File: src/rtl/data_sramlike_master_if.sv
// data_sramlike_master_if: sram-like initiator/responder bus bundle
interface data_sramlike_master_if #(
  parameter int ADDR_W = 32,
  parameter int DATA_W = 32
);
  logic              data_req;
  logic              data_wr;
  logic [1:0]        data_size;
  logic [ADDR_W-1:0] data_addr;
  logic [DATA_W-1:0] data_wdata;
  logic [DATA_W-1:0] data_rdata;
  logic              data_addr_ok;
  logic              data_data_ok;
  modport master (
    output data_req, data_wr, data_size, data_addr, data_wdata,
    input  data_rdata, data_addr_ok, data_data_ok
  );
  modport slave (
    input  data_req, data_wr, data_size, data_addr, data_wdata,
    output data_rdata, data_addr_ok, data_data_ok
  );
endinterface

File: src/rtl/data_sramlike_master.sv
// data_sramlike_master: bridges pipeline memory accesses onto an sram-like bus,
// one outstanding transaction, holding results in DONE until the pipeline advances.
module data_sramlike_master #(
  parameter int ADDR_W = 32,
  parameter int DATA_W = 32
) (
  input  logic                 clk,
  input  logic                 rst,
  input  logic                 mem_en,
  input  logic [3:0]           mem_wen,
  input  logic [1:0]           mem_size,
  input  logic [ADDR_W-1:0]    mem_addr,
  input  logic [DATA_W-1:0]    mem_wdata,
  input  logic                 longest_stall,
  output logic [DATA_W-1:0]    mem_rdata,
  output logic                 stall,
  data_sramlike_master_if.master bus
);
  typedef enum logic [1:0] {IDLE, ADDR, DATA, DONE} state_t;
  state_t state_q, state_d;
  logic [DATA_W-1:0] mem_rdata_q, mem_rdata_d;
  logic accept;
  always_ff @(posedge clk or posedge rst) begin
    if (rst) begin
      state_q     <= IDLE;
      mem_rdata_q <= '0;
    end else begin
      state_q     <= state_d;
      mem_rdata_q <= mem_rdata_d;
    end
  end
  always_comb begin
    state_d = state_q;
    accept  = 1'b0;
    case (state_q)
      IDLE: if (mem_en) begin
        accept  = bus.data_addr_ok & bus.data_data_ok;
        state_d = accept ? DONE : bus.data_addr_ok ? DATA : ADDR;
      end
      ADDR: begin
        accept  = bus.data_addr_ok & bus.data_data_ok;
        state_d = accept ? DONE : bus.data_addr_ok ? DATA : ADDR;
      end
      DATA: begin
        accept  = bus.data_data_ok;
        state_d = !bus.data_data_ok ? DATA : mem_en ? DONE : IDLE;
      end
      default: state_d = longest_stall ? DONE : IDLE;
    endcase
    mem_rdata_d = accept ? bus.data_rdata : mem_rdata_q;
  end
  // reset gates the combinational outputs so nothing leaks while rst is held
  assign bus.data_req   = !rst & ((state_q == ADDR) | ((state_q == IDLE) & mem_en));
  assign bus.data_wr    = |mem_wen;
  assign bus.data_size  = mem_size;
  assign bus.data_addr  = mem_addr;
  assign bus.data_wdata = mem_wdata;
  assign stall          = !rst & mem_en & (state_q != DONE) & !accept;
  assign mem_rdata      = mem_rdata_q;
endmodule

File: src/flat_wrapper.sv
// flat-port wrapper written by rule: the top's interface ports become plain ports
module data_sramlike_master_flat 
#(
  parameter int ADDR_W = 32,
  parameter int DATA_W = 32
)
  (clk, rst, mem_en, mem_wen, mem_size, mem_addr, mem_wdata, longest_stall, mem_rdata, stall, bus_data_req, bus_data_wr, bus_data_size, bus_data_addr, bus_data_wdata, bus_data_rdata, bus_data_addr_ok, bus_data_data_ok);
  data_sramlike_master_if #(.ADDR_W(ADDR_W), .DATA_W(DATA_W)) bus_i ();
  input  logic clk;
  input  logic rst;
  input  logic mem_en;
  input  logic [3:0] mem_wen;
  input  logic [1:0] mem_size;
  input  logic [ADDR_W-1:0] mem_addr;
  input  logic [DATA_W-1:0] mem_wdata;
  input  logic longest_stall;
  output logic [DATA_W-1:0] mem_rdata;
  output logic stall;
  output wire logic [$bits(bus_i.data_req)-1:0] bus_data_req;
  output wire logic [$bits(bus_i.data_wr)-1:0] bus_data_wr;
  output wire logic [$bits(bus_i.data_size)-1:0] bus_data_size;
  output wire logic [$bits(bus_i.data_addr)-1:0] bus_data_addr;
  output wire logic [$bits(bus_i.data_wdata)-1:0] bus_data_wdata;
  input wire logic [$bits(bus_i.data_rdata)-1:0] bus_data_rdata;
  input wire logic [$bits(bus_i.data_addr_ok)-1:0] bus_data_addr_ok;
  input wire logic [$bits(bus_i.data_data_ok)-1:0] bus_data_data_ok;
  assign bus_data_req = bus_i.data_req;
  assign bus_data_wr = bus_i.data_wr;
  assign bus_data_size = bus_i.data_size;
  assign bus_data_addr = bus_i.data_addr;
  assign bus_data_wdata = bus_i.data_wdata;
  assign bus_i.data_rdata = bus_data_rdata;
  assign bus_i.data_addr_ok = bus_data_addr_ok;
  assign bus_i.data_data_ok = bus_data_data_ok;
  data_sramlike_master #(.ADDR_W(ADDR_W), .DATA_W(DATA_W)) u_core (.clk(clk), .rst(rst), .mem_en(mem_en), .mem_wen(mem_wen), .mem_size(mem_size), .mem_addr(mem_addr), .mem_wdata(mem_wdata), .longest_stall(longest_stall), .mem_rdata(mem_rdata), .stall(stall), .bus(bus_i));
endmodule
File: config.mk
export PLATFORM = sky130hd
export DESIGN_NAME = data_sramlike_master_flat
export DESIGN_NICKNAME = d
export VERILOG_FILES = /design/src/rtl/data_sramlike_master_if.sv /design/src/rtl/data_sramlike_master.sv /design/src/flat_wrapper.sv
export SDC_FILE = /design/constraint.sdc
export NUM_CORES = 1
export LEC_CHECK = 0
export BUFFER_PORTS_ARGS = -buffer_cell sky130_fd_sc_hd__buf_2
export CAP_MARGIN = 10
export CORE_AREA = 2 2 82 84
export DETAILED_ROUTE_END_ITERATION = 7
export DIE_AREA = 0 0 84 86
export HOLD_SLACK_MARGIN = 0.08
export PLACE_DENSITY = 0.71
export SKIP_CTS_REPAIR_TIMING = 1
export SYNTH_ARGS = -nofsm -noshare
export SYNTH_HDL_FRONTEND = slang
export SYNTH_SLANG_ARGS = --single-unit
File: constraint.sdc
create_clock -name clk -period 2.23 [get_ports clk]
set_input_delay 0.446 -clock clk [delete_from_list [all_inputs] [get_ports clk]]
set_output_delay 0.446 -clock clk [all_outputs]
set_load 0.02 [all_outputs]
==> reports/qor.yml <==
clkPwrFrac_pct: 16.0
place_congestion: 0.752
synth_top_area_share_pct: 45.9
p_leak_nw: 0.938
initialDrtViolationCount: 32
p_seq_share_pct: 38.6
reg2regPathDepth: 4
top_layer: "met4"
setup.worst_path.end: "stall"
wl_per_cell_um: 12.8
core_area_um2: 6280
drv_slew: 0
diodes: 0
drcViolationCount: 0
required_ps: 1780
avgSynthCellArea_um2: 12.2
start_util_pct: 29.6
ys_top_cells_by_area: "dfrtp_1, buf_4, mux2_2"
std_cell_rows: 29
grt_usage_pct: 8.80
firstDrtPassIters: 4
fmax_mhz: 596
grt_pass1_vias: 1051
totalWireLength_um: 3150
setup_tns_ps: 0
layout.nets: 276
stdcell_area_um2: 1910
nFillCells: 647
dpl_cell_area_um2: 1820
area_growth_syn_to_layout_pct: 3.03
die_h_um: 86
synth_cells: 152
synthFlopType: "dfrtp_1"
root_buffer: "clkbuf_8"
grt_max_degree: 35
ys_warn_count: 0
p_comb_share_pct: 45.4
drtAntennaViolNets: 0
synth-seq-cells: 34
cts.sinks: 34
multiInputGateArea_um2: 467
rsz0062_at_grt: "false"
seq_area_um2: 851
wl_met1_um: 1160
dp_cells: 238
cts.path.max_buffers: 2
r2r_end: "u_core.mem_rdata[0]"
synth_fp_nets: 260
maxSlewHeadroom_pct: 72.1
die_w_um: 84
path_class: "flop to primary output"
worstSkewPairLatency_ps: 280
crit_start: "u_core.state_q[1]"
met2_length_um: 1470
via_count: 1064
cp-start-kind: "flop"
hold_slack_ps: 287
async_flop_share_pct: 100
switching_power_mw: 1.08
fin_skew_ps: 4.20
path_clk_slew_ps: 70
yosysUniqueCellTypes: 18
swShare_pct: 38.0
maxCapViolCount: 0
grt_antenna_before_repair: 0
ys_seq_area_share_pct: 45.9
outcome: "finished clean"
irDropWorstVdd_mv: 0.503
setup_viol: 0
grt_pass1_wl_um: 4970
hold_class: "primary input to asynchronous set/reset pin"
reg2reg_from: "u_core.state_q[0]"
via_per_inst: 4.33
fin_crit_sh_pct: 75.2
floorplan.die_area_um2: 7220
cts_tree: "done"
ios: 209
gr-total-overflow: 0
synth_common_cells: "buf_4, dfrtp_1, mux2_2"
place_hpwl_um: 2430
synth_most_common_cell: "buf_4"
port_buffers: 76
final_cell_count_no_fill: 246
synth_edf_count: 0
power_mw: 2.85
synth_largest_area_cell: "dfrtp_1"
crit_arrival_ps: 1230
synth_area_um2: 1860
cp-end-kind: "primary output"
cts_inserted_buffers: 5
p_int_mw: 1.76
p_per_area_nw_per_um2: 1490
worst_pin_slew_ps: 419
finalHoldViolations: 0
wl_met3_um: 392
h-tree-depth: 2
fin_crit_ps: 1680
path_max_fanout: 8
rrSetupSlack_ps: 660
drive_gt1_share_pct: 69.2
## flip-flops by register name, indices dropped and copies added (netlist names)
| name | cells |
|---|---|
| u_core.mem_rdata | 32 |
| u_core.state_q | 2 |
## placed cells by master (no fill, tap or decap)
cell	synthesis	layout
clkbuf_8	0	6
clkinv_2	0	1
a21oi_1	1	1
mux2_1	2	2
mux2_2	30	30
or4_1	1	1
nor3_1	2	2
inv_1	1	1
o211ai_4	1	1
clkbuf_1	0	1
o211a_1	1	1
nand2_1	1	1
nor2b_1	1	1
o21a_1	2	2
a221oi_1	1	1
nor3b_1	1	1
buf_4	66	3
dfrtp_1	34	34
nor2_1	3	3
buf_2	1	76
## per-stage QoR
| stage | setup WS (ps) | util [%] |
|---|---|---|
| 2_1_floorplan | 242 | - |
| 3_3_place_gp | 547 | 29.0 |
| 3_5_place_dp | 528 | 29.0 |
| 4_1_cts | 548 | 30.5 |
| 5_1_grt | 478 | 30.5 |
| 6_report | 552 | 30.5 |
## worst min-delay path by stage
stage	endpoint	slack (ps)
finish	u_core.state_q[1]	290
global route	u_core.state_q[0]	330
CTS	u_core.state_q[1]	290
global placement	u_core.mem_rdata[15]	470
floorplan	u_core.state_q[1]	550
detailed placement	u_core.mem_rdata[15]	480
## metal layers
metal  vias to the layer above  track usage (%)
li1                        467                -
met1                       493             9.47
met2                        76             13.4
met3                        28             4.91
met4                         0             5.72
met5                         -                0
## logic make-up after synthesis
| kind of cell | synth area share [%] |
|---|---|
| muxes | 19.4 |
| DFF | 45.9 |
| AOI/OAI and AO/OA | 3.24 |
| buffers and inverters | 29.0 |
| and+or+nand+nor | 2.50 |
## area by class of cell
type / instances / area share (%)
sequential: 34 / 44.5
multi-input combinational: 47 / 24.4
timing repair buffer: 79 / 21.1
tap: 77 / 5.04
clock buffer: 7 / 4.52
clock inverter: 1 / 0.262
inverter: 1 / 0.196
## critical path, stage by stage (launching register included)
cell and delay [ps]:
dfrtp_1 510, a21oi_1 80, o211a_1 210, buf_2 150
## power by group through the flow
stage | Clock [mW] | Sequential, mW | Combinational (mW)
2_1_floorplan | 0 | 1.46 | 0.727
3_3_place_gp | 0 | 1.10 | 1.29
3_5_place_dp | 0 | 1.11 | 1.32
4_1_cts | 0.495 | 1.10 | 1.32
5_1_grt | 0.527 | 1.14 | 1.38
6_report | 0.456 | 1.10 | 1.29
(Power assumes the default switching activity.)
